File: config.mk
export PLATFORM = sky130hd
export DESIGN_NAME = hex_scan_ctrl_flat
export DESIGN_NICKNAME = d
export VERILOG_FILES = /design/src/rtl/hex_scan_ctrl_pkg.sv /design/src/rtl/hex_scan_ctrl_if.sv /design/src/rtl/hex_scan_ctrl_hexdriver.sv /design/src/rtl/hex_scan_ctrl.sv /design/src/flat_wrapper.sv
export SDC_FILE = /design/constraint.sdc
export NUM_CORES = 1
export LEC_CHECK = 0
export CORE_ASPECT_RATIO = 0.7
export CORE_MARGIN = 4
export CORE_UTILIZATION = 59
export CTS_CLUSTER_DIAMETER = 40
export CTS_CLUSTER_SIZE = 10
export DETAILED_ROUTE_END_ITERATION = 7
export PLACE_DENSITY = 0.84
export SYNTH_ARGS = -nofsm -noshare
export SYNTH_HDL_FRONTEND = slang
export SYNTH_SLANG_ARGS = --single-unit
export TNS_END_PERCENT = 10
File: constraint.sdc
create_clock -name clk -period 6.55 [get_ports clk]
set_clock_uncertainty 0.2 [all_clocks]
set_input_delay 1.31 -clock clk [delete_from_list [all_inputs] [get_ports clk]]
set_output_delay 1.31 -clock clk [all_outputs]
set_load 0.005 [all_outputs]
File: src/rtl/hex_scan_ctrl_pkg.sv
// Shared types and constants for the multiplexed 7-segment display slice.
// Imported by the scan controller and its hexdriver.
package hex_disp_pkg;

    typedef enum logic {SCAN_BLANK, SCAN_DRIVE} scan_state_t;

    typedef logic [3:0] bcd_digit_t;

    localparam logic [6:0] HEX_BLANK = 7'h7F;

    // Register width for a counter/index that ranges over n values; never below 1.
    function automatic int unsigned width_for(input int unsigned n);
        return (n > 1) ? $clog2(n) : 1;
    endfunction

endpackage

File: src/rtl/hex_scan_ctrl_if.sv
// Display-word load channel: valid/ready handshake carrying one packed BCD word.
interface hex_scan_ctrl_if #(
    parameter int NUM_DIGITS = 4
);
    logic                    load_valid;
    logic                    load_ready;
    logic [4*NUM_DIGITS-1:0] load_data;

    modport master (
        output load_valid,
        output load_data,
        input  load_ready
    );

    modport slave (
        input  load_valid,
        input  load_data,
        output load_ready
    );
endinterface

File: src/rtl/hex_scan_ctrl_hexdriver.sv
// BCD digit to active-low 7-segment pattern (gfedcba); 0 and 10..15 render blank.
module hexdriver
    import hex_disp_pkg::*;
(
    input  bcd_digit_t  digit,
    output logic [6:0]  seg
);

    always_comb begin
        seg = HEX_BLANK;
        case (digit)
            4'd1:    seg = 7'h79;
            4'd2:    seg = 7'h24;
            4'd3:    seg = 7'h30;
            4'd4:    seg = 7'h19;
            4'd5:    seg = 7'h12;
            4'd6:    seg = 7'h02;
            4'd7:    seg = 7'h78;
            4'd8:    seg = 7'h00;
            4'd9:    seg = 7'h10;
            default: seg = HEX_BLANK;
        endcase
    end

endmodule

File: src/rtl/hex_scan_ctrl.sv
// Scans NUM_DIGITS BCD digits onto one shared decoder and a common-anode bank,
// with a blanking guard per slot and frame-aligned commit of loaded words.
module hex_scan_ctrl
    import hex_disp_pkg::*;
#(
    parameter int NUM_DIGITS   = 4,
    parameter int SLOT_CYCLES  = 50000,
    parameter int BLANK_CYCLES = 16
) (
    input  logic                  clk,
    input  logic                  rst_n,
    hex_scan_ctrl_if.slave        load,
    input  logic [NUM_DIGITS-1:0] digit_en,
    output logic [6:0]            HEX,
    output logic [NUM_DIGITS-1:0] AN_n,
    output logic                  frame_tick
);

    localparam int unsigned CW = width_for(SLOT_CYCLES);
    localparam int unsigned IW = width_for(NUM_DIGITS);

    localparam logic [CW-1:0] CNT_LAST       = CW'(SLOT_CYCLES - 1);
    localparam logic [CW-1:0] CNT_BLANK_LAST = CW'(BLANK_CYCLES - 1);
    localparam logic [IW-1:0] IDX_LAST       = IW'(NUM_DIGITS - 1);

    scan_state_t                    state_q, state_d;
    logic [CW-1:0]                  cnt_q;
    logic [IW-1:0]                  idx_q;
    bcd_digit_t [NUM_DIGITS-1:0]    disp_q;
    logic [4*NUM_DIGITS-1:0]        shadow_q;
    logic                           full_q;

    logic                           slot_wrap;
    logic                           frame_end;
    logic                           xfer;
    logic                           commit;
    logic [NUM_DIGITS-1:0]          an_d;
    bcd_digit_t                     scan_digit;
    logic [6:0]                     seg_dec;

    assign slot_wrap  = (cnt_q == CNT_LAST);
    assign frame_end  = slot_wrap && (idx_q == IDX_LAST);
    assign frame_tick = frame_end;

    assign load.load_ready = ~full_q;
    assign xfer   = load.load_valid && !full_q;
    assign commit = frame_end && full_q;

    // Slot timing: counter within the slot, index of the digit being scanned.
    always_ff @(posedge clk or negedge rst_n) begin
        if (!rst_n) begin
            cnt_q <= '0;
            idx_q <= '0;
        end else if (slot_wrap) begin
            cnt_q <= '0;
            idx_q <= (idx_q == IDX_LAST) ? '0 : idx_q + 1'b1;
        end else begin
            cnt_q <= cnt_q + 1'b1;
        end
    end

    always_ff @(posedge clk or negedge rst_n) begin
        if (!rst_n) begin
            state_q <= SCAN_BLANK;
        end else begin
            state_q <= state_d;
        end
    end

    // State tracks the counter: BLANK for the first BLANK_CYCLES counts of each slot.
    always_comb begin
        state_d = state_q;
        an_d    = '1;
        case (state_q)
            SCAN_BLANK: begin
                if (cnt_q == CNT_BLANK_LAST) begin
                    state_d = SCAN_DRIVE;
                end
            end
            SCAN_DRIVE: begin
                an_d[idx_q] = ~digit_en[idx_q];
                if (slot_wrap) begin
                    state_d = SCAN_BLANK;
                end
            end
            default: state_d = SCAN_BLANK;
        endcase
    end

    // Shadow accepts one word at a time; it drains into the display only at frame end,
    // and a commit always takes the shadow contents from before this edge.
    always_ff @(posedge clk or negedge rst_n) begin
        if (!rst_n) begin
            shadow_q <= '0;
            full_q   <= 1'b0;
            disp_q   <= '0;
        end else begin
            if (commit) begin
                disp_q <= shadow_q;
            end
            if (xfer) begin
                shadow_q <= load.load_data;
            end
            full_q <= xfer || (full_q && !commit);
        end
    end

    // disp_q and idx_q only move on a slot wrap, so the decoder input settles as BLANK begins.
    assign scan_digit = disp_q[idx_q];

    hexdriver u_hexdriver (
        .digit (scan_digit),
        .seg   (seg_dec)
    );

    always_ff @(posedge clk or negedge rst_n) begin
        if (!rst_n) begin
            HEX  <= HEX_BLANK;
            AN_n <= '1;
        end else begin
            HEX  <= seg_dec;
            AN_n <= an_d;
        end
    end

endmodule

File: src/flat_wrapper.sv
// flat-port wrapper written by rule: the top's interface ports become plain ports
module hex_scan_ctrl_flat import hex_disp_pkg::*;
#(
    parameter int NUM_DIGITS   = 4,
    parameter int SLOT_CYCLES  = 50000,
    parameter int BLANK_CYCLES = 16
)
  (clk, rst_n, digit_en, HEX, AN_n, frame_tick, load_load_valid, load_load_data, load_load_ready);
  hex_scan_ctrl_if #(.NUM_DIGITS(NUM_DIGITS)) load_i ();
  input  logic clk;
  input  logic rst_n;
  input  logic [NUM_DIGITS-1:0] digit_en;
  output logic [6:0] HEX;
  output logic [NUM_DIGITS-1:0] AN_n;
  output logic frame_tick;
  input wire logic [$bits(load_i.load_valid)-1:0] load_load_valid;
  input wire logic [$bits(load_i.load_data)-1:0] load_load_data;
  output wire logic [$bits(load_i.load_ready)-1:0] load_load_ready;
  assign load_i.load_valid = load_load_valid;
  assign load_i.load_data = load_load_data;
  assign load_load_ready = load_i.load_ready;
  hex_scan_ctrl #(.NUM_DIGITS(NUM_DIGITS), .SLOT_CYCLES(SLOT_CYCLES), .BLANK_CYCLES(BLANK_CYCLES)) u_core (.clk(clk), .rst_n(rst_n), .load(load_i), .digit_en(digit_en), .HEX(HEX), .AN_n(AN_n), .frame_tick(frame_tick));
endmodule
Yosys cells after proc, flatten, opt, wreduce, memory -nomap -nowiden
Memory sizes are Yosys's and may differ from the RTL's. A register that Yosys moved wholly into a read port is not among the register bits.
Index checks and enable logic that the tools add are counted.
{ "classes": {"reduce_logical": 9, "n_lt_le_gt_ge": 2, "bitwise": 5, "n_shift": 0, "n_mul": 0, "addsub": 2, "div": 0, "eq_ne": 3, "n_mux": 12} }
{ "ops": {"columns": ["operator", "count"], "rows": [
  ["$add A16 B1 Y16 const B", 1],
  ["$eq A16 B16 Y1 const B", 1],
  ["$eq A16 B4 Y1 const B", 1],
  ["$mux W16", 1],
  ["$bmux W4 S2", 1],
  ["$mux W4", 2],
  ["$logic_and A1 B1 Y1", 5],
  ["$mux W1", 4],
  ["$not A4 Y4", 1],
  ["$or A4 B4 Y4", 1],
  ["$logic_not A1 Y1", 3],
  ["$lt A2 B3 Y1 const B", 1],
  ["$not A1 Y1", 3],
  ["$add A2 B1 Y2 const B", 1],
  ["$bmux W1 S2", 1],
  ["$demux W1 S2", 1],
  ["$eq A2 B2 Y1 const B", 1],
  ["$ge A2 B1 Y1 const B", 1],
  ["$mux W2", 1],
  ["$pmux W1 S2", 1],
  ["$logic_or A1 B1 Y1", 1]
]} }
{ "totals": {"out_inout_bits": 13, "latch_bits": 0, "inputBits": 23, "romBits": 112, "regBits": 56, "ram_bits": 0, "wordCells": 44, "mem_count": 1} }
{ "mem_list": {"columns": ["name", "words", "width", "rd", "rd_ports_with_merged_regs", "write_ports", "line", "rtl"], "rows": [
  ["(no name shown)", 16, 7, 1, 1, 0, "hex_scan_ctrl_hexdriver.sv:11", "case (digit)"]
]} }

Depth between registers and ports, before layout
Gate-level depths: netlist of run 1.
{ "logic_depth": {"ltp_word": 7, "mapped_depth": 7, "depth_no_buf": 6} }

Cells and area by module
Synthesis of run 1 repeated with hierarchy kept, for this count alone.
{ "unflattened": {"hier_cells": 212, "hier_area_um2": 2859.0} }
{ "by_module_without_submodules": {"columns": ["module", "cells_per_inst", "instances", "area_each_um2"], "rows": [
  ["hex_scan_ctrl", 188, 1, 2672.6],
  ["hexdriver", 24, 1, 186.4]
]} }

Least setup slack after synthesis of run 1
No wires, ideal clock.
{ "synth_path": {"path_kind": "register -> output", "from": "register u_core.cnt_q[0]", "to": "output port frame_tick", "path_buffers": 0, "setup_slack_ns": 3.700, "stages_incl_launch_ff": 6, "arrival_ns": 1.340, "path_cell_list": "dfrtp_1 -> ha_1 -> and3_2 -> nand3_1 -> nor3_1 -> and2_1"} }
{ "synth_via": {"elab_chain_len": 2} }
{ "synth_lines": {"columns": ["item", "line", "rtl"], "rows": [
  ["start: declaration", "hex_scan_ctrl.sv:27", "logic [CW-1:0] cnt_q;"],
  ["start signal: assignment", "hex_scan_ctrl.sv:58", "cnt_q <= cnt_q + 1'b1;"],
  ["$eq A16 B16 Y1", "hex_scan_ctrl.sv:41", "assign slot_wrap = (cnt_q == CNT_LAST);"],
  ["$logic_and A1 B1 Y1", "hex_scan_ctrl.sv:42", "assign frame_end = slot_wrap && (idx_q == IDX_LAST);"],
  ["end: declaration", "flat_wrapper.sv:15", "output logic frame_tick;"]
]} }
No other way between the ends.

Worst setup path in the final report of run 1
Same ends and word-level chain as after synthesis.

==> results_dict.tcl, run 1 <==
set metrics [dict create \
    core_area_um2 4430 \
    post-route-util_pct 75.8 \
    timing.final.ws_setup_ns 2.85 \
    gr_usage_total_pct 20.0 \
    netlist_area_um2 2780 \
    timing.critical_path.fanout_max 4 \
    worst_r2r_endpoint "u_core.disp_q[14]$_DFFE_PN0P_" \
    multi_input_area_um2 1110 \
    synth_area_leaders "sky130_fd_sc_hd__dfrtp_1 (47%), sky130_fd_sc_hd__dfstp_2 (10%), sky130_fd_sc_hd__mux2_2 (9.3%)" \
    regArea_um2 1590 \
    worstSkewPairLatency_ns 0.34 \
    met3_usage_pct 8.35 \
    cts_setup_buffers 0 \
    post_route_antenna_net_violation_count 0 \
    synthDominantCellAreaShare_pct 46.9 \
    dpl.hpwl_um 3540 \
    drtPass1Iterations 4 \
    postSynth.topFlopCell "sky130_fd_sc_hd__dfrtp_1" \
    finalNetCount 284 \
    grt_setup_unrepaired "false" \
    nFillCells 297 \
    die_w_um 90.0 \
    cap_viol_max_count 0 \
    drt_iter0_markers 62 \
    report.final.setup_viol 0 \
    crit_arrival_ns 2.19 \
    place_ws_ns 3.22 \
    cp_data_required_time_ns 5.04 \
    postPlaceCellArea_um2 3170 \
    globalRouteMet2Util_pct 32.4 \
    number_of_hold_violations_in_the_final_report 0 \
    whs_endpoint "u_core.disp_q[2]$_DFFE_PN0P_" \
    io_pins 36 \
    vdd_ir_drop_max_v 0.000167 \
    detail_route.wl_per_cell_um 15.9 \
    global_route.peak_usage_layer "met2" \
    die-area_um2 5880 \
    clockRootBuffer "sky130_fd_sc_hd__clkbuf_8" \
    port_buffers 35 \
    crit_path_start_kind "register" \
    floorplan.rows 20 \
    tritoncts "built" \
    initial_core_util_pct 62.7 \
    dieHeight_um 65.4 \
    routed_via_density 5.33 \
    numCtsBuffers 9 \
    m1_gr_usage_pct 24.5 \
    cp-end-kind "output pin" \
    finalWorstPathRequiredPeriod_ns 3.70 \
    timing.slew.headroom_pct 38.6 \
    result_of_the_run "complete, no violations" \
    min-delay-path-class "reg -> reg" \
    cellLeakagePower_nw 1.53 \
    final.setup.tns_ns 0 \
    cts.path.max_buffers 2 \
    mostFrequentLayoutCell "sky130_fd_sc_hd__dfrtp_1" \
    worst_slew_pin_slew_ns 0.921 \
    vias 1664 \
    routed_wire_length_um 4980 \
    setup.reg_to_reg.worst_slack_ns 3.87 \
    synthesis.nets 241 \
    grt_start_max_net_pins 64 \
    synth-edff-count 0 \
    post_synth_inst_count 209 \
    gr-total-overflow 0 \
    max_freq_ghz 0.270 \
    path_class "reg -> out" \
    number_of_global_route_vias_before_repair 1771 \
    cts.repair.resized 0 \
    ctsHoldBuffers 0 \
    drive_gt1_share_pct 26.8 \
    mostFrequentLayoutCells "sky130_fd_sc_hd__dfrtp_1 (52), sky130_fd_sc_hd__clkdlybuf4s50_1 (34), sky130_fd_sc_hd__nor2_1 (23), sky130_fd_sc_hd__mux2_2 (23), sky130_fd_sc_hd__dfstp_2 (11)" \
    place_congestion 0.865 \
    remaining_drc_errors 0 \
    synth-async-reset-ratio_pct 100 \
    synth_seq_area_share_pct 57.3 \
    grt_pass1_wl_um 8760 \
    number_of_diodes 0 \
    post-route-period-util_pct 56.5 \
    yosys.cell_types.count 32 \
    cts_max_level 3 \
    powerDensity_nw_per_um2 229 \
    area_growth_syn_to_layout_pct 20.9 \
    syn_area_per_cell_um2 13.3 \
    worst_hold_depth 1 \
    timing_max_transition_violations_final 0 \
    clk_pin_slew_ns 0.06 \
    synth_top_cell_by_area "sky130_fd_sc_hd__dfrtp_1" \
    antenna_found_initial 0 \
    timing.hold.ws_ns 0.302 \
    stdcell_area_um2 3360 \
    synth.ff_latch_count 63 \
    worst_hold_startpoint "u_core.shadow_q[2]$_DFFE_PN0P_" \
    ys.warnings.count 0 \
    clock_sinks 63 \
    rr_startpoint "u_core.cnt_q[0]$_DFF_PN0_" \
    worst_r2r_path_depth 5 \
]
[worst max path at each step]
stage | from | to | slack, ns | depth (start not counted)
6_report | u_core.cnt_q[0]$_DFF_PN0_ | frame_tick | 2.85 | 6
5_1_grt | u_core.cnt_q[0]$_DFF_PN0_ | frame_tick | 2.69 | 6
4_1_cts | u_core.cnt_q[0]$_DFF_PN0_ | frame_tick | 2.84 | 6
3_5_place_dp | u_core.cnt_q[0]$_DFF_PN0_ | frame_tick | 3.22 | 6
3_3_place_gp | u_core.cnt_q[0]$_DFF_PN0_ | frame_tick | 3.31 | 6
2_1_floorplan | u_core.cnt_q[0]$_DFF_PN0_ | frame_tick | 3.70 | 5
[state kept, by name, indices dropped and copies added (netlist names)]
register,flops
u_core.AN_n,4
u_core.idx_q,2
u_core.full_q,1
u_core.HEX,7
u_core.shadow_q,16
u_core.state_q,1
u_core.disp_q,16
u_core.cnt_q,16
[final cells by class]
type	count	share of cell area, %
flip-flops and latches	63	47.4
inverters	9	1.01
repair buffers	38	11.0
clock inverters	4	1.34
multi-input cells	131	32.9
well taps	55	2.05
clock buffers	12	4.32
[cells in the mapped netlist, types with 2 or more instances]
master                     number
sky130_fd_sc_hd__and2_1         2
sky130_fd_sc_hd__and3_2         2
sky130_fd_sc_hd__clkbuf_1       3
sky130_fd_sc_hd__dfrtp_1       52
sky130_fd_sc_hd__dfstp_2       11
sky130_fd_sc_hd__ha_1           9
sky130_fd_sc_hd__inv_1          9
sky130_fd_sc_hd__mux2_2        23
sky130_fd_sc_hd__mux2_4         9
sky130_fd_sc_hd__mux4_2         5
sky130_fd_sc_hd__nand2_1       10
sky130_fd_sc_hd__nand2b_1       2
sky130_fd_sc_hd__nand3_1        8
sky130_fd_sc_hd__nand4_1        3
sky130_fd_sc_hd__nor2_1        23
sky130_fd_sc_hd__nor2b_1        4
sky130_fd_sc_hd__nor3_1         4
sky130_fd_sc_hd__o21ai_0        3
sky130_fd_sc_hd__or4_1          2
sky130_fd_sc_hd__xnor2_1        6
sky130_fd_sc_hd__xor2_1         8
[cell families (layout without fill, tap and decap cells)]
group	Yosys count	count (layout)	synth area share, %
xor+xnor	14	14	4.42
fa+ha+maj	9	9	4.06
simple gates	63	63	11.2
buf+inv	15	63	2.88
compound gates	7	7	1.58
mux	38	38	18.6
flops	63	63	57.3
[stage by stage]
| stage | cells | power, W |
|---|---|---|
| finish | 312 | 0.000767 |
| global route | 312 | 0.000802 |
| CTS | 312 | 0.000778 |
| detailed placement | 296 | 0.000452 |
| global placement | 296 | 0.000450 |
| floorplan | 209 | 0.000427 |
[per-layer routing]
layer / share of wire [%] / vias up / wire length, um
li1: - / 796 / -
met1: 47 / 819 / 2360
met2: 45 / 39 / 2260
met3: 5.6 / 10 / 280
met4: 1.6 / 0 / 78
met5: 0 / - / 0
[power by group]
part	internal [W]	switching, W	total [W]
clock network	0.000184	0.000139	0.000324
registers	0.000403	0.00000651	0.000409
logic	0.0000220	0.0000123	0.0000343
total	0.000609	0.000158	0.000767
[worst max-delay path, cell delays in order, from the launching register on]
cell,delay (ns)
sky130_fd_sc_hd__dfrtp_1,0.40
sky130_fd_sc_hd__ha_1,0.20
sky130_fd_sc_hd__and3_2,0.23
sky130_fd_sc_hd__nand3_1,0.14
sky130_fd_sc_hd__nor3_1,0.23
sky130_fd_sc_hd__and2_1,0.16
sky130_fd_sc_hd__clkdlybuf4s50_1,0.50
Note: power is estimated with default switching activity, not from simulation.
==> run 2, diff against run 1 <==
Settings changed: CORE_UTILIZATION 59 to 54, PLACE_DENSITY 0.84 to 0.78.
Clock period 6.55 ns to 3.6 ns, I/O delays scaled along.
==> run 2 against run 1 <==
- total power grew 83%
- routed wire length down 6.9%
- design area up 0.97%
- first-iteration DRC count up 68%
- via count is 0.84% higher
- clock-buffer cell count unchanged
- largest power group unchanged
- highest routed layer unchanged
==> results_dict.tcl, run 2 (synthesized netlist as in run 1, its figures left out) <==
set metrics [dict create \
    cts.repair.resized 0 \
    cts.path.max_buffers 2 \
    timing_max_transition_violations_final 0 \
    dpl.hpwl_um 3320 \
    floorplan.rows 21 \
    io_pins 36 \
    max_freq_ghz 0.330 \
    antenna_found_initial 0 \
    ctsHoldBuffers 0 \
    detail_route.wl_per_cell_um 14.2 \
    crit_path_start_kind "register" \
    result_of_the_run "complete, no violations" \
    timing.slew.headroom_pct 39.6 \
    finalNetCount 285 \
    clk_pin_slew_ns 0.06 \
    cts_max_level 3 \
    path_class "reg -> out" \
    die_w_um 93.7 \
    routed_wire_length_um 4630 \
    clockRootBuffer "sky130_fd_sc_hd__clkbuf_8" \
    worstSkewPairLatency_ns 0.32 \
    cap_viol_max_count 0 \
    crit_arrival_ns 2.11 \
    port_buffers 35 \
    clkPwrFrac_pct 42.6 \
    mostFrequentLayoutCells "sky130_fd_sc_hd__dfrtp_1 (52), sky130_fd_sc_hd__clkdlybuf4s50_1 (34), sky130_fd_sc_hd__nor2_1 (23), sky130_fd_sc_hd__mux2_2 (23)" \
    swShare_pct 20.0 \
    grt_setup_unrepaired "false" \
    remaining_drc_errors 0 \
    finalWorstPathRequiredPeriod_ns 3.03 \
    dieHeight_um 68.0 \
    initial_core_util_pct 56.8 \
    place_congestion 0.819 \
    drtPass1Iterations 4 \
    timing.critical_path.fanout_max 4 \
    tritoncts "built" \
    largest_registers "u_core.cnt_q (16), u_core.disp_q (16), u_core.shadow_q (16)" \
    cell_internal_pwr_w 0.00113 \
    net-switching-power_w 0.000282 \
    core_area_um2 4890 \
    grt_pass1_wl_um 7700 \
    drt_iter0_markers 104 \
    cellLeakagePower_nw 1.54 \
    final.setup.tns_ns 0 \
    gr_usage_total_pct 16.2 \
    gr-total-overflow 0 \
    die-area_um2 6370 \
    share_seq_of_total_power_pct 53.0 \
    drive_gt1_share_pct 27.2 \
    report.final.setup_viol 0 \
    cp_data_required_time_ns 2.68 \
    routed_via_density 5.15 \
    number_of_global_route_vias_before_repair 1594 \
    min-delay-path-class "in -> async" \
    worst_slew_pin_slew_ns 0.906 \
    numCtsBuffers 9 \
    post-route-util_pct 69.4 \
    number_of_diodes 0 \
    vdd_ir_drop_max_v 0.000244 \
    post_route_antenna_net_violation_count 0 \
    cts_setup_buffers 0 \
    area_growth_syn_to_layout_pct 22.1 \
    grt_start_max_net_pins 50 \
    total_power_w 0.00141 \
    powerDensity_nw_per_um2 415 \
    mostFrequentLayoutCell "sky130_fd_sc_hd__dfrtp_1" \
    post-route-period-util_pct 84.1 \
    cp-end-kind "output pin" \
    number_of_hold_violations_in_the_final_report 0 \
    clock_sinks 63 \
    share_comb_of_total_power_pct 4.4 \
    vias 1678 \
]
==> run 2: stage by stage <==
step,hold slack (ns),cell area (um2),std cells,worst slack [ns]
floorplan,0.224,2780,209,1.34
global placement,0.267,3190,311,0.979
detailed placement,0.284,3190,311,0.914
CTS,0.0834,3390,326,0.557
global route,0.102,3390,326,0.416
finish,0.0852,3390,326,0.571
==> run 2: final cells by class <==
cell class / count / area (um2)
clock buffers: 12 / 155
repair buffers: 39 / 375
fillers: 369 / 1500
well taps: 69 / 86.3
inverters: 9 / 33.8
clock inverters: 3 / 42.5
flip-flops and latches: 63 / 1590
multi-input cells: 131 / 1110
==> run 2: power groups by stage <==
stage / combinational (W) / sequential, W / clock (W)
after floorplan: 0.0000226 / 0.000754 / 0
after global placement: 0.0000623 / 0.000757 / 0
after detailed placement: 0.0000641 / 0.000758 / 0
after CTS: 0.0000642 / 0.000745 / 0.000616
after global routing: 0.0000692 / 0.000748 / 0.000651
final: 0.0000622 / 0.000745 / 0.000600
==> run 2: final timing paths <==
kind / start / to / slack, ns / cells past startpoint
max: u_core.cnt_q[0]$_DFF_PN0_ / frame_tick / 0.57 / 6
min reg2reg: u_core.state_q$_DFF_PN0_ / u_core.state_q$_DFF_PN0_ / 0.29 / 1
min: rst_n / u_core.shadow_q[7]$_DFFE_PN0P_ / 0.09 / 1
max in group asynchronous: rst_n / u_core.idx_q[1]$_DFFE_PN0N_ / 2.21 / 2
max reg2reg: u_core.cnt_q[0]$_DFF_PN0_ / u_core.disp_q[13]$_DFFE_PN0P_ / 0.98 / 5
min in group clk: u_core.state_q$_DFF_PN0_ / u_core.state_q$_DFF_PN0_ / 0.29 / 1
==> run 2: routing by layer <==
layer	part of all wire [%]	wire length (um)	vias to the layer above	GRT usage, %
li1	-	-	810	-
met1	49	2260	819	23.2
met2	44	2030	44	23.7
met3	6.8	313	5	5.38
met4	0.73	34	0	4.86
met5	0	0	-	0
==> run 2: worst max-delay path, cell delays in order, from the launching register on <==
cell and delay (ns):
sky130_fd_sc_hd__dfrtp_1 0.40, sky130_fd_sc_hd__ha_1 0.21, sky130_fd_sc_hd__and3_2 0.23, sky130_fd_sc_hd__nand3_1 0.11, sky130_fd_sc_hd__nor3_1 0.20, sky130_fd_sc_hd__and2_1 0.15, sky130_fd_sc_hd__clkdlybuf4s50_1 0.49
==> run 3, diff against run 2 <==
Settings changed: CORE_UTILIZATION 54 to 49, PLACE_DENSITY 0.78 to 0.75.
Clock period 3.6 ns to 2.6 ns, I/O delays scaled along.
==> run 3 against run 2 <==
- first-iteration DRC count is 23% higher
- clock power is 56% higher
- largest cell class unchanged
- core utilization is 1.6 points lower
- combinational power is 46% higher
- routed wire length is 12% higher
- sequential power is 38% higher
- sequential share of layout area is 3.2 points lower
- design area is 7.2% higher
- via count is 4.7% higher
==> results_dict.tcl, run 3 (synthesized netlist as in run 1, its figures left out) <==
set metrics [dict create \
    stdcell_area_um2 3630 \
    clock_sinks 63 \
    timing.critical_path.fanout_max 9 \
    port_buffers 35 \
    timing.hold.ws_ns 0.295 \
    routed_wire_length_um 5200 \
    critical_path_buffer_and_inverter_count 5 \
    cp_data_required_time_ns 2.62 \
    die_w_um 98.0 \
    initial_core_util_pct 51.7 \
    result_of_the_run "complete, no violations" \
    report.final.setup_viol 0 \
    post_route_antenna_net_violation_count 0 \
    cap_viol_max_count 0 \
    critPathMaxStageDelay_ns 0.47 \
    crit_path_cell_trace "nor4_4, nand3_2, buf_6, buf_6, buf_6, buf_6, or4_4, buf_12, mux2_4" \
    worstSkewPairLatency_ns 0.34 \
    post-route-util_pct 67.7 \
    cp_top_family "simple AND/OR/NAND/NOR gates" \
    cts_max_level 3 \
    drt_iter0_markers 128 \
    area_growth_syn_to_layout_pct 30.9 \
    dpl.hpwl_um 3380 \
    antenna_found_initial 0 \
    clk_pin_slew_ns 0.06 \
    grt_start_max_net_pins 38 \
    timing.slew.headroom_pct 59.8 \
    path_class "reg -> reg" \
    finish.cell_count_without_fillers 346 \
    floorplan.rows 22 \
    detail_route.wl_per_cell_um 15.0 \
    finalNetCount 301 \
    grt_setup_unrepaired "false" \
    place_congestion 0.852 \
    powerDensity_nw_per_um2 566 \
    mostFrequentLayoutCell "sky130_fd_sc_hd__dfrtp_1" \
    crit_slowest_cell "sky130_fd_sc_hd__or4_4" \
    finalWorstPathRequiredPeriod_ns 2.51 \
    cts.path.max_buffers 2 \
    io_pins 36 \
    numCtsBuffers 9 \
    tritoncts "built" \
    largest_registers "u_core.cnt_q (16), u_core.disp_q (16), u_core.shadow_q (16)" \
    remaining_drc_errors 0 \
    clockRootBuffer "sky130_fd_sc_hd__clkbuf_8" \
    post-route-period-util_pct 96.5 \
    crit_arrival_ns 2.53 \
    drive_gt1_share_pct 33.2 \
    vdd_ir_drop_max_v 0.000328 \
    core_area_um2 5370 \
    drtPass1Iterations 4 \
    place.detailed.instances 317 \
    cp-end-kind "register" \
    grt_pass1_wl_um 8480 \
    vias 1757 \
    critPathMostFrequentCell "sky130_fd_sc_hd__buf_6" \
    gr_usage_total_pct 15.8 \
    number_of_diodes 0 \
    postPlaceCellArea_um2 3230 \
    crit_path_start_kind "register" \
    routed_via_density 5.08 \
    cellLeakagePower_nw 1.68 \
    mostFrequentLayoutCells "sky130_fd_sc_hd__dfrtp_1 (52), sky130_fd_sc_hd__clkdlybuf4s50_1 (33), sky130_fd_sc_hd__nor2_1 (23), sky130_fd_sc_hd__mux2_2 (23), sky130_fd_sc_hd__buf_4 (12)" \
    gr-total-overflow 0 \
    min-delay-path-class "reg -> reg" \
    die-area_um2 6950 \
    dieHeight_um 71.0 \
    timing_max_transition_violations_final 0 \
    number_of_global_route_vias_before_repair 1750 \
    worst_slew_pin_slew_ns 0.599 \
    number_of_hold_violations_in_the_final_report 0 \
    max_freq_ghz 0.399 \
]
## run 3: changes by cell type in the layout (fill, tap and decap cells not counted), moves of 2 or more
cell	previous run	this run
sky130_fd_sc_hd__buf_12	0	2
sky130_fd_sc_hd__buf_4	4	12
sky130_fd_sc_hd__buf_6	0	4
sky130_fd_sc_hd__nor3_1	4	2
## run 3: metrics by stage
stage	setup TNS, ns	power (W)	worst slack [ns]
floorplan	0	0.00107	0.378
global placement	0	0.00114	0.179
detailed placement	0	0.00114	0.138
CTS	-0.0261	0.00209	-0.00585
global route	0	0.00215	0.000555
finish	0	0.00206	0.0922
## run 3: cell type report
class                   count  area, um2
multi-input cells         131       1150
repair buffers             55        551
clock buffers              13        159
well taps                  72       90.1
flip-flops and latches     63       1590
fillers                   388       1730
clock inverters             3       65.1
inverters                   9       33.8
## run 3: layer usage
layer	up-vias	wire, um	global-route usage [%]
li1	833	-	-
met1	868	2490	21.0
met2	48	2280	22.5
met3	8	354	8.37
met4	0	73	4.76
met5	-	0	0
## run 3: timing repair
item                                    CTS  global route
gates resized for setup                   7            11
pin swaps                                 4             3
endpoints found under the setup margin    1            17
cloned                                    0             1
setup buffers                            10             1
endpoints found under the hold margin    10             0
hold buffers                              1             0
## run 3: power breakdown
part / switching, W / internal (W)
registers: 0.0000164 / 0.00102
clock network: 0.000342 / 0.000591
logic: 0.0000315 / 0.0000595
total: 0.000390 / 0.00167
## run 3: path summary, 6_finish.rpt
| check | from | end | slack [ns] | cells past startpoint |
|---|---|---|---|---|
| max | u_core.cnt_q[10]$_DFF_PN0_ | u_core.disp_q[15]$_DFFE_PN0P_ | 0.09 | 9 |
| min | u_core.state_q$_DFF_PN0_ | u_core.state_q$_DFF_PN0_ | 0.29 | 1 |
| max reg2reg | u_core.cnt_q[10]$_DFF_PN0_ | u_core.disp_q[15]$_DFFE_PN0P_ | 0.09 | 9 |
| min reg2reg | u_core.state_q$_DFF_PN0_ | u_core.state_q$_DFF_PN0_ | 0.29 | 1 |
| max in group asynchronous | rst_n | u_core.HEX[4]$_DFF_PN1_ | 1.28 | 3 |
| min in group asynchronous | rst_n | u_core.shadow_q[9]$_DFFE_PN0P_ | 0.39 | 2 |
